==> config.mk <==
export PLATFORM = sky130hd
export DESIGN_NAME = pipe_hazard_ctrl
export DESIGN_NICKNAME = d
export VERILOG_FILES = /design/src/rtl/pipe_hazard_ctrl_pkg.sv /design/src/rtl/pipe_hazard_ctrl_sat_counter.sv /design/src/rtl/pipe_hazard_ctrl.sv
export SDC_FILE = /design/constraint.sdc
export NUM_CORES = 1
export LEC_CHECK = 0
export ABC_AREA = 1
export CAP_MARGIN = 40
export CORE_MARGIN = 2
export CORE_UTILIZATION = 42
export DETAILED_ROUTE_END_ITERATION = 12
export PLACE_DENSITY = 0.69
export SYNTH_ARGS = -nofsm -noshare
export SYNTH_HDL_FRONTEND = slang
export SYNTH_HIERARCHICAL = 1
export SYNTH_SLANG_ARGS = --single-unit
==> constraint.sdc <==
create_clock -name clk -period 2.25 [get_ports clk]
set_clock_uncertainty 0.15 [all_clocks]
set_input_delay 0.45 -clock clk [delete_from_list [all_inputs] [get_ports clk]]
set_output_delay 0.45 -clock clk [all_outputs]
set_load 0.05 [all_outputs]
==> src/rtl/pipe_hazard_ctrl_pkg.sv <==
// Shared types and constants for the pipeline hazard controller.
// Stage indices address the internal enable/flush vectors in pipeline order.
package pipe_ctrl_pkg;

    typedef enum logic [1:0] {
        ST_RUN      = 2'd0,
        ST_MEM_WAIT = 2'd1,
        ST_ERR      = 2'd2
    } ctrl_state_e;

    localparam logic [4:0] REG_ZERO = 5'd0;

    localparam int STG_PC     = 0;
    localparam int STG_IF_ID  = 1;
    localparam int STG_ID_EX  = 2;
    localparam int STG_EX_MEM = 3;
    localparam int STG_MEM_WB = 4;
    localparam int NUM_STAGES = 5;

endpackage

==> src/rtl/pipe_hazard_ctrl_sat_counter.sv <==
// Saturating up-counter with asynchronous active-low clear.
module sat_counter #(
    parameter int W = 16
) (
    input  logic         clk,
    input  logic         rst_n,
    input  logic         inc,
    output logic [W-1:0] q
);

    logic [W-1:0] cnt_q;
    logic [W-1:0] cnt_d;

    always_comb begin
        cnt_d = cnt_q;
        if (inc && (cnt_q != {W{1'b1}})) begin
            cnt_d = cnt_q + W'(1);
        end
    end

    always_ff @(posedge clk or negedge rst_n) begin
        if (!rst_n) begin
            cnt_q <= '0;
        end else begin
            cnt_q <= cnt_d;
        end
    end

    assign q = cnt_q;

endmodule

==> src/rtl/pipe_hazard_ctrl.sv <==
// Stall/flush sequencer for the 5-stage pipeline: load-use stalls, taken-branch
// flushes and data-memory wait freezes with a timeout into a sticky error state.
module pipe_hazard_ctrl
    import pipe_ctrl_pkg::*;
#(
    parameter int MEM_TIMEOUT = 16,
    parameter int CNT_W       = 16
) (
    input  logic             clk,
    input  logic             rst_n,
    input  logic [4:0]       id_rs,
    input  logic [4:0]       id_rt,
    input  logic             id_uses_rt,
    input  logic             ex_mem_read,
    input  logic [4:0]       ex_rt,
    input  logic             ex_branch_taken,
    input  logic             mem_access,
    input  logic             dmem_ready,
    output logic             pc_en,
    output logic             if_id_en,
    output logic             id_ex_en,
    output logic             ex_mem_en,
    output logic             mem_wb_en,
    output logic             if_id_flush,
    output logic             id_ex_flush,
    output logic             ex_mem_flush,
    output logic             mem_wb_flush,
    output logic             halted,
    output logic             bus_err,
    output logic [CNT_W-1:0] stall_cycles,
    output logic [CNT_W-1:0] flush_count
);

    localparam int WC_W = $clog2(MEM_TIMEOUT);
    localparam logic [WC_W-1:0] WC_LAST = WC_W'(MEM_TIMEOUT - 1);

    ctrl_state_e state_q, state_d;
    logic [WC_W-1:0] wait_cnt_q, wait_cnt_d;

    logic [NUM_STAGES-1:0] en_c;
    logic [NUM_STAGES-1:1] flush_c;
    logic                  load_use;
    logic                  br_evt;
    logic                  stall_inc;
    logic                  flush_inc;

    assign load_use = ex_mem_read && (ex_rt != REG_ZERO) &&
                      ((ex_rt == id_rs) || (id_uses_rt && (ex_rt == id_rt)));

    always_comb begin
        state_d    = state_q;
        wait_cnt_d = wait_cnt_q;
        en_c       = '1;
        flush_c    = '0;
        br_evt     = 1'b0;

        unique case (state_q)
            ST_RUN, ST_MEM_WAIT: begin
                if ((state_q == ST_RUN) ? (mem_access && !dmem_ready) : !dmem_ready) begin
                    // Freeze everything upstream of MEM; WB takes a bubble so the
                    // stalled instruction in MEM does not retire twice.
                    en_c[STG_PC]         = 1'b0;
                    en_c[STG_IF_ID]      = 1'b0;
                    en_c[STG_ID_EX]      = 1'b0;
                    en_c[STG_EX_MEM]     = 1'b0;
                    flush_c[STG_MEM_WB]  = 1'b1;
                    if (state_q == ST_RUN) begin
                        state_d    = ST_MEM_WAIT;
                        wait_cnt_d = WC_W'(1);
                    end else if (wait_cnt_q == WC_LAST) begin
                        state_d    = ST_ERR;
                        wait_cnt_d = '0;
                    end else begin
                        wait_cnt_d = wait_cnt_q + WC_W'(1);
                    end
                end else begin
                    state_d    = ST_RUN;
                    wait_cnt_d = '0;
                    // A taken branch squashes the younger instruction, so it
                    // takes precedence over a load-use stall on that instruction.
                    if (ex_branch_taken) begin
                        flush_c[STG_IF_ID] = 1'b1;
                        flush_c[STG_ID_EX] = 1'b1;
                        br_evt             = 1'b1;
                    end else if (load_use) begin
                        en_c[STG_PC]       = 1'b0;
                        en_c[STG_IF_ID]    = 1'b0;
                        flush_c[STG_ID_EX] = 1'b1;
                    end
                end
            end
            ST_ERR: begin
                en_c = '0;
            end
            default: begin
                state_d    = ST_RUN;
                wait_cnt_d = '0;
            end
        endcase

        // Stage registers have no reset; hold them in flush while rst_n is low.
        if (!rst_n) begin
            en_c    = '0;
            flush_c = '1;
            br_evt  = 1'b0;
        end
    end

    always_ff @(posedge clk or negedge rst_n) begin
        if (!rst_n) begin
            state_q    <= ST_RUN;
            wait_cnt_q <= '0;
        end else begin
            state_q    <= state_d;
            wait_cnt_q <= wait_cnt_d;
        end
    end

    assign stall_inc = rst_n && !en_c[STG_PC];
    assign flush_inc = br_evt;

    sat_counter #(.W(CNT_W)) u_stall_cnt (
        .clk   (clk),
        .rst_n (rst_n),
        .inc   (stall_inc),
        .q     (stall_cycles)
    );

    sat_counter #(.W(CNT_W)) u_flush_cnt (
        .clk   (clk),
        .rst_n (rst_n),
        .inc   (flush_inc),
        .q     (flush_count)
    );

    assign pc_en        = en_c[STG_PC];
    assign if_id_en     = en_c[STG_IF_ID];
    assign id_ex_en     = en_c[STG_ID_EX];
    assign ex_mem_en    = en_c[STG_EX_MEM];
    assign mem_wb_en    = en_c[STG_MEM_WB];
    assign if_id_flush  = flush_c[STG_IF_ID];
    assign id_ex_flush  = flush_c[STG_ID_EX];
    assign ex_mem_flush = flush_c[STG_EX_MEM];
    assign mem_wb_flush = flush_c[STG_MEM_WB];
    assign halted       = (state_q == ST_ERR);
    assign bus_err      = (state_q == ST_ERR);

endmodule

==> Word level (Yosys, flattened, before mapping) <==
Index checks and enable logic that the tools add are counted.
{ "totals": {"input_bits": 22, "mem_count": 0, "regBits": 38, "ramBits": 0, "out_inout_bits": 43, "mem_bits_ro": 0, "elab_cells": 57, "latchBits": 0} }
{ "op_classes": {"add_sub_neg": 3, "muxes": 27, "reduce_logical": 14, "eq_ne": 8, "n_mul": 0, "div_mod_pow": 0, "shift": 0, "n_bitwise": 1, "order_cmp": 0} }
{ "ops": {"columns": ["cell", "count"], "rows": [
  ["$add 16x1->16 const B", 2],
  ["$ne 16x16->1 const B", 2],
  ["$mux 2", 9],
  ["$mux 4", 4],
  ["$pmux 4 s2", 2],
  ["$eq 5x5->1", 2],
  ["$mux 1", 10],
  ["$logic_and 1x1->1", 7],
  ["$mux 5", 1],
  ["$reduce_bool 5->1", 1],
  ["$add 4x1->4 const B", 1],
  ["$eq 4x4->1 const B", 1],
  ["$ne 4x4->1 const B", 1],
  ["$pmux 2 s2", 1],
  ["$eq 2x1->1 const B", 1],
  ["$eq 2x2->1 const B", 1],
  ["$logic_not 1->1", 2],
  ["$logic_not 2->1", 1],
  ["$reduce_and 2->1", 1],
  ["$reduce_or 2->1", 1],
  ["$logic_or 1x1->1", 1],
  ["$not 1->1", 1]
]} }

==> Longest topological paths before layout <==
Gate-level depths: netlist (run 1).
{ "depth": {"word_depth": 12, "depth_mapped": 16, "depth_no_buf": 16} }

==> Hierarchy <==
Netlist (run 1), hierarchy kept.
{ "modules_own_cells": {"columns": ["module", "seq_area_each_um2", "area_each_um2", "cells_per_inst", "n_inst"], "rows": [
  ["sat_counter", 400.4, 1058.5, 149, 2],
  ["pipe_hazard_ctrl", 150.1, 599.3, 105, 1]
]} }

==> Worst setup path before layout (run 1) <==
No wires, ideal clock.
{ "synth_path": {"path_kind": "reg2out", "start": "register state_q[0]", "end": "output port pc_en", "required_ns": 1.650, "slack_ns": -0.908, "path_buffers": 1, "stages_incl_launch_ff": 9, "arrival_ns": 2.558, "cell_sequence": "dfrtp_1 nor2_1 a21oi_2 nand2_1 nand2_1 nor2_1 nand2_1 inv_1 buf_4"} }
{ "synth_between": {"elab_chain_len": 5, "word_cells_on_any_way": 8, "cone_classes": "2 x eq/ne; 4 x mux; 2 x reduce/logical"} }
{ "synth_lines": {"columns": ["element", "line_no", "source"], "rows": [
  ["from (decl)", "pipe_hazard_ctrl.sv:37", "ctrl_state_e state_q, state_d;"],
  ["from (signal assigned)", "pipe_hazard_ctrl.sv:114", "state_q <= state_d;"],
  ["$logic_not 2->1", "pipe_hazard_ctrl.sv:57, pipe_hazard_ctrl.sv:59", null],
  ["$mux 1", "pipe_hazard_ctrl.sv:59", "if ((state_q == ST_RUN) ? (mem_access && !dmem_ready) : !dmem_ready) begin"],
  ["$mux 2", "pipe_hazard_ctrl.sv:59", null],
  ["$pmux 4 s2 *", "pipe_hazard_ctrl.sv:57", "unique case (state_q)"],
  ["$mux 5 *", "pipe_hazard_ctrl.sv:102", "if (!rst_n) begin"],
  ["to (decl)", "pipe_hazard_ctrl.sv:19", "output logic pc_en,"]
]} }
Mark *: on every way between the ends. The rest lies on a longest branch, timed or not.

==> Final worst setup path (run 1) <==
{ "layout_path": {"start": "input port id_rt[1]", "end": "output port pc_en"} }
{ "layout_between": {"elab_chain_len": 9} }
{ "layout_lines": {"columns": ["element", "line_no", "source"], "rows": [
  ["from (decl)", "pipe_hazard_ctrl.sv:12", "input logic [4:0] id_rt,"],
  ["$eq 5x5->1", "pipe_hazard_ctrl.sv:48", "((ex_rt == id_rs) || (id_uses_rt && (ex_rt == id_rt)));"],
  ["$logic_and 1x1->1", "pipe_hazard_ctrl.sv:48", null],
  ["$logic_or 1x1->1", "pipe_hazard_ctrl.sv:48", null],
  ["$logic_and 1x1->1", "pipe_hazard_ctrl.sv:47", "assign load_use = ex_mem_read && (ex_rt != REG_ZERO) &&"],
  ["$mux 2", "pipe_hazard_ctrl.sv:85", "end else if (load_use) begin"],
  ["$mux 2", "pipe_hazard_ctrl.sv:81", "if (ex_branch_taken) begin"],
  ["$mux 2", "pipe_hazard_ctrl.sv:59", null],
  ["$pmux 4 s2", "pipe_hazard_ctrl.sv:57", null],
  ["$mux 5", "pipe_hazard_ctrl.sv:102", null]
]} }
No other way between the ends.

==> results.json, run 1 <==
{
  "cts_tree": "built",
  "synth_flop_cell": "dfrtp_1",
  "detail_route.vias_per_cell": 4.83,
  "max-slew-margin-rel_pct": 65.2,
  "std_cell_rows": 29,
  "synth_cell_types": 24,
  "drive_gt1_share_pct": 19.5,
  "synth_area_mm2": 0.00272,
  "worstHoldPathType": "in2async",
  "min_period_ps": 2190,
  "clock_path_buffers": 2,
  "drt_wl_total_um": 6660,
  "start_kind": "primary input",
  "async_reset_ff_share_pct": 100,
  "synthToLayoutAreaGrowth_pct": 37.4,
  "post_drt_wl_per_cell_um": 11.8,
  "grt_pass1_wl_um": 11600,
  "crit_fanout": 2,
  "synthMuxAreaShare_pct": 0,
  "synth-edff-count": 0,
  "cp-end-kind": "output pin",
  "grt_usage_pct": 19.5,
  "cpMaxStageDelayCell": "dlygate4sd2_1",
  "clock_sinks": 38,
  "critPathKind": "in2out",
  "cp_slowest_stage_delay_ps": 240,
  "antenna_found_initial": 0,
  "worst-slew-pin-transition_ps": 521,
  "setup_viol": 0,
  "clock.fmax_mhz": 456,
  "grt_remaining_overflow": 0,
  "die_y_um": 84.4,
  "firstDrtPassIters": 4,
  "yosysSeqAreaShare_pct": 35.0,
  "routabilityCongestion": 0.814,
  "fill_cells": 592,
  "grt_pass1_vias": 2635,
  "fin_nets": 513,
  "worstPathArrival_ps": 1590,
  "root_buffer": "clkbuf_8",
  "dp.final_hpwl_um": 4980,
  "synth_compound_area_share_pct": 6.40,
  "drtIter0Drc": 107,
  "syn_inst": 403,
  "postRouteAntennaNets": 0,
  "dieArea_mm2": 0.00713,
  "regArea_um2": 953,
  "insertion_delay_ps": 280,
  "avgSynthCellArea_um2": 6.74,
  "powerDensity_mw_per_mm2": 497,
  "finalMaxSlewViolations": 0,
  "io_buffers": 64,
  "yosys.area_share.adder_pct": 1.38,
  "core_mm2": 0.00631,
  "holdBufCountCts": 0,
  "drc_errors": 0,
  "yosys_warnings": 6,
  "synth_xor_area_share_pct": 4.84,
  "drv_cap": 0,
  "synth.net_count": 428,
  "p_leak_nw": 1.81,
  "initial_core_util_pct": 43.0,
  "status": "completed",
  "fin_util_pct": 59.1,
  "hold_viol_final": 0,
  "cts_made_buffers": 5,
  "dr_total_vias": 2729,
  "path_clk_slew_ps": 80,
  "finalSetupTns_ps": 0,
  "die_x_um": 84.4,
  "critPathRequiredTime_ps": 1650,
  "ir_worst_vdd_uv": 732,
  "io-pin-count": 65,
  "crit_chain": "dlygate4sd2_1 -> nand2_1 -> nand2_1 -> nor2_2 -> nand3_2 -> nand2_2 -> nand3_2 -> nand2_2 -> clkinvlp_4 -> buf_8",
  "htreeDepth": 2,
  "multiInputGateArea_mm2": 0.00157,
  "finalCritPeriodShare_pct": 97.5,
  "grt_max_degree": 22,
  "synth-simple-area-share_pct": 43.0,
  "synth_seq_cells": 38,
  "antenna_cells": 0,
  "synth_top_family_by_area": "simple AND/OR/NAND/NOR gates"
}
-- cells by family after synthesis --
group | Yosys count
simple gates | 260
buf+inv | 57
xor+xnor | 15
fa+ha+maj | 3
flops | 38
compound gates | 30
-- layout by cell type (no fill, tap or decap), drive strengths merged --
master	n
nand2	171
nor2	55
inv	49
dfrtp	38
buf	34
clkdlybuf4s50	32
o21ai	23
nand3	20
nand4	13
xnor2	12
dlygate4sd2	12
clkbuf	9
a21oi	5
xor2	3
ha	3
clkinv	2
clkdlybuf4s15	2
clkinvlp	1
nor3	1
a22o	1
o22ai	1
dlymetal6s2s	1
-- cells in the mapped netlist, types with 4 or more instances --
master	number	area, um^2
dfrtp_1	38	951
o21ai_2	4	35.0
o21ai_0	19	95.1
xnor2_1	12	105
nand2_1	163	612
nand4_1	11	68.8
a21oi_1	4	20.0
nor2_4	8	90.1
nor2_2	7	43.8
buf_6	4	45.0
nor2_1	40	150
nand3_1	19	95.1
nand2_2	8	50.1
inv_1	48	180
-- state kept, by name (all words and copies together) (netlist names) --
name,count
state_q,2
u_flush_cnt/q,16
u_stall_cnt/q,16
wait_cnt_q,4
-- critical path: cells and delay by family --
kind / cells / cell delay (ps)
buf+inv: 3 / 520
simple gates: 7 / 620
-- final cells by class --
| cell class | instances | area share [%] |
|---|---|---|
| Sequential cell | 38 | 25.6 |
| Tap cell | 77 | 2.58 |
| Clock buffer | 5 | 1.84 |
| Clock inverter | 2 | 0.268 |
| Multi-Input combinational cell | 308 | 42.0 |
| Inverter | 50 | 5.13 |
| Timing Repair Buffer | 85 | 22.7 |
-- power by group --
| group | internal (mW) | switching (mW) | total, mW |
|---|---|---|---|
| clock | 0.208 | 0.241 | 0.450 |
| sequential | 0.734 | 0.0811 | 0.815 |
| combinational | 0.209 | 0.382 | 0.590 |
-- path summary, 6_finish.rpt --
path,cells past startpoint,slack [ps],to,start
worst min register to register,1,390,state_q[0],state_q[0]
worst min-delay path,2,100,u_stall_cnt/q[1],rst_n
max in group asynchronous,2,1610,u_flush_cnt/q[8],rst_n
worst max-delay path,10,60,pc_en,id_rt[1]
min in group clk,1,390,state_q[0],state_q[0]
worst max register to register,11,120,u_stall_cnt/q[2],state_q[1]
-- per-stage QoR --
stage / hold WS (ps) / power (mW) / setup WS (ps) / std cells / cell area, um^2
floorplan: 4.41 / 1.19 / -30.4 / 403 / 2760
global placement: 368 / 1.41 / -240 / 549 / 3580
detailed placement: 378 / 1.41 / -301 / 549 / 3580
CTS: 102 / 1.87 / 11.7 / 563 / 3700
global route: 125 / 1.94 / -16.4 / 565 / 3730
finish: 98.8 / 1.86 / 56.8 / 565 / 3730
-- what timing repair did --
| action | 4_1_cts | 5_1_grt |
|---|---|---|
| buffers inserted | 7 | 2 |
| setup endpoints to repair | 7 | 18 |
| resized for setup | 24 | 22 |
| pin swaps | 14 | 7 |
| cloned | 0 | 0 |
-- per-layer routing --
| metal | track usage, % | part of all wire, % | up-vias |
|---|---|---|---|
| li1 | - | - | 1415 |
| met1 | 24.6 | 44 | 1267 |
| met2 | 35.5 | 52 | 45 |
| met3 | 3.34 | 3.3 | 2 |
| met4 | 3.32 | 0.35 | 0 |
| met5 | 0 | 0 | - |
(Power assumes the default switching activity.)
==> run 2, diff against run 1 <==
--- a/config.mk
+++ b/config.mk
@@ -7,10 +7,12 @@
 export LEC_CHECK = 0
 export ABC_AREA = 1
 export CAP_MARGIN = 40
+export CELL_PAD_IN_SITES_DETAIL_PLACEMENT = 1
+export CELL_PAD_IN_SITES_GLOBAL_PLACEMENT = 2
 export CORE_MARGIN = 2
-export CORE_UTILIZATION = 42
+export CORE_UTILIZATION = 27
 export DETAILED_ROUTE_END_ITERATION = 12
-export PLACE_DENSITY = 0.69
+export PLACE_DENSITY_LB_ADDON = 0.1
 export SYNTH_ARGS = -nofsm -noshare
 export SYNTH_HDL_FRONTEND = slang
 export SYNTH_HIERARCHICAL = 1
==> constraint.sdc (replaced) <==
create_clock -name clk -period 2.5 [get_ports clk]
set_clock_uncertainty 0.15 [all_clocks]
set_input_delay 0.5 -clock clk [delete_from_list [all_inputs] [get_ports clk]]
set_output_delay 0.5 -clock clk [all_outputs]
set_load 0.05 [all_outputs]
==> results.json, run 2 (synthesis results as in run 1) <==
{
  "cts_made_buffers": 5,
  "grt_pass1_vias": 2765,
  "firstDrtPassIters": 4,
  "dp_cells": 603,
  "clock_path_buffers": 2,
  "detail_route.vias_per_cell": 4.46,
  "r2r_slack_ps": 490,
  "antenna_cells": 0,
  "setup_viol": 0,
  "fin_util_pct": 38.3,
  "die_y_um": 104,
  "reg2reg_to": "u_flush_cnt/q[15]",
  "timing.rr.start": "state_q[0]",
  "status": "completed",
  "post_drt_wl_per_cell_um": 12.8,
  "grt_remaining_overflow": 0,
  "drtIter0Drc": 55,
  "p_leak_nw": 1.78,
  "hold_viol_final": 0,
  "path_clk_slew_ps": 80,
  "rsz0062_at_grt": "false",
  "initial_core_util_pct": 27.8,
  "htreeDepth": 2,
  "r2r_cells": 12,
  "p_int_mw": 1.07,
  "drv_cap": 0,
  "switchingPower_uw": 653,
  "dp.final_hpwl_um": 6200,
  "finalMaxSlewViolations": 0,
  "start_kind": "primary input",
  "clock_sinks": 38,
  "drt_wl_total_um": 7880,
  "cts_tree": "built",
  "p_seq_share_pct": 42.6,
  "grt_max_degree": 34,
  "netSwitchingFraction_pct": 37.9,
  "total_power_mw": 1.72,
  "drc_errors": 0,
  "worstHoldPathType": "in2async",
  "routabilityCongestion": 0.759,
  "critPathRequiredTime_ps": 1850,
  "insertion_delay_ps": 290,
  "final_common_cell": "nand2_1",
  "postRouteAntennaNets": 0,
  "dieArea_mm2": 0.0109,
  "finalSetupTns_ps": 0,
  "core_mm2": 0.00977,
  "powerDensity_mw_per_mm2": 460,
  "min_period_ps": 2400,
  "std_cell_rows": 36,
  "io_buffers": 64,
  "finalCritPeriodShare_pct": 95.8,
  "synthToLayoutAreaGrowth_pct": 37.8,
  "setup_ws_ps": 105,
  "antenna_found_initial": 0,
  "root_buffer": "clkbuf_8",
  "crit_fanout": 2,
  "ir_worst_vdd_uv": 209,
  "instances_no_fill": 614,
  "critPathKind": "in2out",
  "hold_slack_ps": 247,
  "max-slew-margin-rel_pct": 66.0,
  "design_area_mm2": 0.00374,
  "clock.fmax_mhz": 417,
  "grt_pass1_wl_um": 13200,
  "clock_power_share_pct": 26.8,
  "cp-end-kind": "output pin",
  "grt_usage_pct": 15.0,
  "io-pin-count": 65,
  "final_cell_mix": "nand2_1, inv_1, dfrtp_1",
  "die_x_um": 104,
  "drive_gt1_share_pct": 15.8,
  "combinationalPowerShare_pct": 30.6,
  "placed_cell_area_mm2": 0.00358,
  "worstPathArrival_ps": 1750,
  "worst-slew-pin-transition_ps": 509,
  "pre_cts_ws_ps": -221,
  "fin_nets": 505,
  "dr_total_vias": 2741
}
## run 2: cell types whose count changed in the layout (fill, tap and decap cells not counted), sizes merged
cell,delta
buf,-10
clkdlybuf4s50,+4
clkbuf,-3
dlymetal6s2s,+3
clkdlybuf4s15,-2
clkinv,-1
clkinvlp,+1
dlygate4sd3,+1
## run 2: layer usage
| layer | GRT usage, % | wire length [um] |
|---|---|---|
| met3 | 2.76 | 271 |
| met1 | 20.5 | 3880 |
| met5 | 0 | 0 |
| met2 | 24.1 | 3630 |
| met4 | 4.05 | 87 |
## run 2: critical path, stage by stage
cell and delay (ps):
clkdlybuf4s50_1 510, xnor2_2 130, nand3_2 90, nand2_2 70
nand3_2 80, nand2_2 90, clkinvlp_4 110, buf_8 160
## run 2: worst max path at each step
stage | startpoint | to | slack, ps | cells after the start
floorplan | mem_access | pc_en | 30 | 8
global placement | ex_rt[0] | u_stall_cnt/q[15] | -190 | 16
detailed placement | ex_rt[3] | u_stall_cnt/q[15] | -220 | 16
CTS | id_rs[0] | if_id_en | 2 | 11
global route | id_rs[4] | if_id_en | 20 | 8
finish | id_rs[4] | if_id_en | 100 | 8
## run 2: area by class of cell
cell class	instances	area [um^2]
multi-input cells	308	1560
flip-flops and latches	38	951
clock inverters	2	12.5
repair buffers	77	781
well taps	133	166
fillers	1272	6030
inverters	50	191
clock buffers	6	82.6
## run 2: power groups by stage
stage               sequential, mW  clock [mW]  combinational [mW]
detailed placement           0.749           0               0.535
finish                       0.734       0.461               0.526
CTS                          0.737       0.490               0.531
global placement             0.748           0               0.529
floorplan                    0.898           0               0.172
global route                 0.747       0.511               0.568
## run 2: what timing repair did
action | 4_1_cts | 5_1_grt
hold buffers | 1 | 0
setup buffers | 1 | 1
pin swaps | 8 | 10
resized for setup | 18 | 10
endpoints found under the hold margin | 5 | 0
setup endpoints to repair | 3 | 7
==> run 3, diff against run 2 <==
--- a/config.mk
+++ b/config.mk
@@ -12,6 +12,7 @@
 export CORE_MARGIN = 2
 export CORE_UTILIZATION = 27
 export DETAILED_ROUTE_END_ITERATION = 12
+export GPL_TIMING_DRIVEN = 0
 export PLACE_DENSITY_LB_ADDON = 0.1
 export SYNTH_ARGS = -nofsm -noshare
 export SYNTH_HDL_FRONTEND = slang
==> results.json, run 3 (synthesis results as in run 1) <==
{
  "fin_nets": 506,
  "antenna_cells": 0,
  "worstPathArrival_ps": 1720,
  "finalSetupTns_ps": 0,
  "fin_util_pct": 38.0,
  "r2r_cells": 10,
  "crit_fanout": 4,
  "worstHoldPathType": "reg2reg",
  "grt_max_degree": 21,
  "die_y_um": 104,
  "firstDrtPassIters": 4,
  "start_kind": "flip-flop",
  "final_common_cell": "nand2_1",
  "htreeDepth": 2,
  "hold_path_end": "wait_cnt_q[3]",
  "drc_errors": 0,
  "holdPathStages": 2,
  "clock.fmax_mhz": 422,
  "post_drt_wl_per_cell_um": 13.4,
  "drive_gt1_share_pct": 15.4,
  "drtIter0Drc": 78,
  "min_period_ps": 2370,
  "io_buffers": 64,
  "finalMaxSlewViolations": 0,
  "drt_wl_total_um": 8230,
  "ir_worst_vdd_uv": 273,
  "r2r_slack_ps": 330,
  "max-slew-margin-rel_pct": 65.8,
  "path_depth": 9,
  "clock_path_buffers": 2,
  "routabilityCongestion": 0.754,
  "critPathKind": "reg2out",
  "antenna_found_initial": 0,
  "detail_route.vias_per_cell": 4.53,
  "synthToLayoutAreaGrowth_pct": 36.7,
  "grt_pass1_vias": 2783,
  "crit_chain": "nor2_1 -> a21oi_2 -> nand2_2 -> nand2_4 -> nor2_4 -> nand2_2 -> clkinvlp_4 -> buf_6 -> buf_8",
  "io-pin-count": 65,
  "grt_remaining_overflow": 0,
  "grt_pass1_wl_um": 13900,
  "clock_sinks": 38,
  "dr_total_vias": 2777,
  "cts_tree": "built",
  "worst-slew-pin-transition_ps": 511,
  "insertion_delay_ps": 300,
  "status": "completed",
  "reg2reg_to": "u_flush_cnt/q[3]",
  "die_x_um": 104,
  "path_clk_slew_ps": 80,
  "crit_path_start": "state_q[0]",
  "std_cell_rows": 36,
  "crit_top_cell": "nand2_2",
  "postRouteAntennaNets": 0,
  "timing.rr.start": "state_q[0]",
  "crit_family": "flip-flops",
  "dieArea_mm2": 0.0109,
  "cpMaxStageDelayCell": "dfrtp_1",
  "setup_viol": 0,
  "p_leak_nw": 1.80,
  "powerDensity_mw_per_mm2": 461,
  "hold_viol_final": 0,
  "core_mm2": 0.00977,
  "holdCritStartpoint": "wait_cnt_q[3]",
  "path_buf_inv": 3,
  "cp_slowest_stage_delay_ps": 430,
  "dp.final_hpwl_um": 6320,
  "critPathRequiredTime_ps": 1850,
  "initial_core_util_pct": 27.8,
  "root_buffer": "clkbuf_8",
  "finalCritPeriodShare_pct": 94.7,
  "final_cell_mix": "nand2_1, inv_1, nor2_1, dfrtp_1, clkdlybuf4s50_1",
  "cp-end-kind": "output pin",
  "grt_usage_pct": 15.8,
  "drv_cap": 0,
  "cts_made_buffers": 5,
  "rsz0062_at_grt": "false"
}
## run 3: cell count changes in the layout (fill, tap and decap cells not counted), moves of 4 or more
| cell | delta |
|---|---|
| inv_2 | +4 |
| clkbuf_2 | +4 |
| dlymetal6s2s_1 | +4 |
| inv_1 | -4 |
| buf_4 | -11 |
| buf_12 | -4 |
| dlygate4sd2_1 | -4 |
| buf_6 | +5 |
## run 3: routing by layer
metal  wire, um  global-route usage [%]  vias up
met5          0                       0        -
met4         85                    3.76        0
met3        245                    2.69        6
met2       3760                    25.9       47
met1       4140                    21.6     1323
li1           -                       -     1401
## run 3: how the worst max path moves through the flow
| stage | endpoint |
|---|---|
| final | pc_en |
| after global routing | pc_en |
| after CTS | pc_en |
| after detailed placement | pc_en |
| after global placement | id_ex_flush |
| after floorplan | pc_en |
## run 3: repair_timing
action | CTS | global route
endpoints found under the setup margin | 22 | 18
hold buffers | 2 | 0
pin swaps | 4 | 12
endpoints found under the hold margin | 18 | 0
buffers inserted | 0 | 2
resized for setup | 55 | 24
## run 3: stage by stage
stage / instance area [um^2] / hold WS, ps / cells / total power [mW] / worst slack [ps]
floorplan: 2740 / 54.4 / 403 / 1.07 / 30.9
global route: 3710 / 450 / 613 / 1.81 / 16.8
CTS: 3650 / 402 / 609 / 1.74 / -119
global placement: 3550 / 366 / 600 / 1.27 / -2240
detailed placement: 3560 / 360 / 601 / 1.28 / -808
finish: 3710 / 398 / 613 / 1.71 / 132
## run 3: layout make-up
cell class	count	area, um^2
Fill cell	1233	6060
Multi-Input combinational cell	308	1540
Sequential cell	38	951
Timing Repair Buffer	71	711
Inverter	50	191
Tap cell	133	166
Clock buffer	6	82.6
Buffer	7	71.3
## run 3: tightest hold or removal path: stages (launching register included)
cell     delay [ps]
dfrtp_1         390
nand2_1          60
o21ai_0          60
## run 3: where the power goes
group / internal, mW / total, mW / switching (mW)
combinational: 0.185 / 0.526 / 0.341
sequential: 0.661 / 0.737 / 0.0768
clock: 0.214 / 0.450 / 0.237
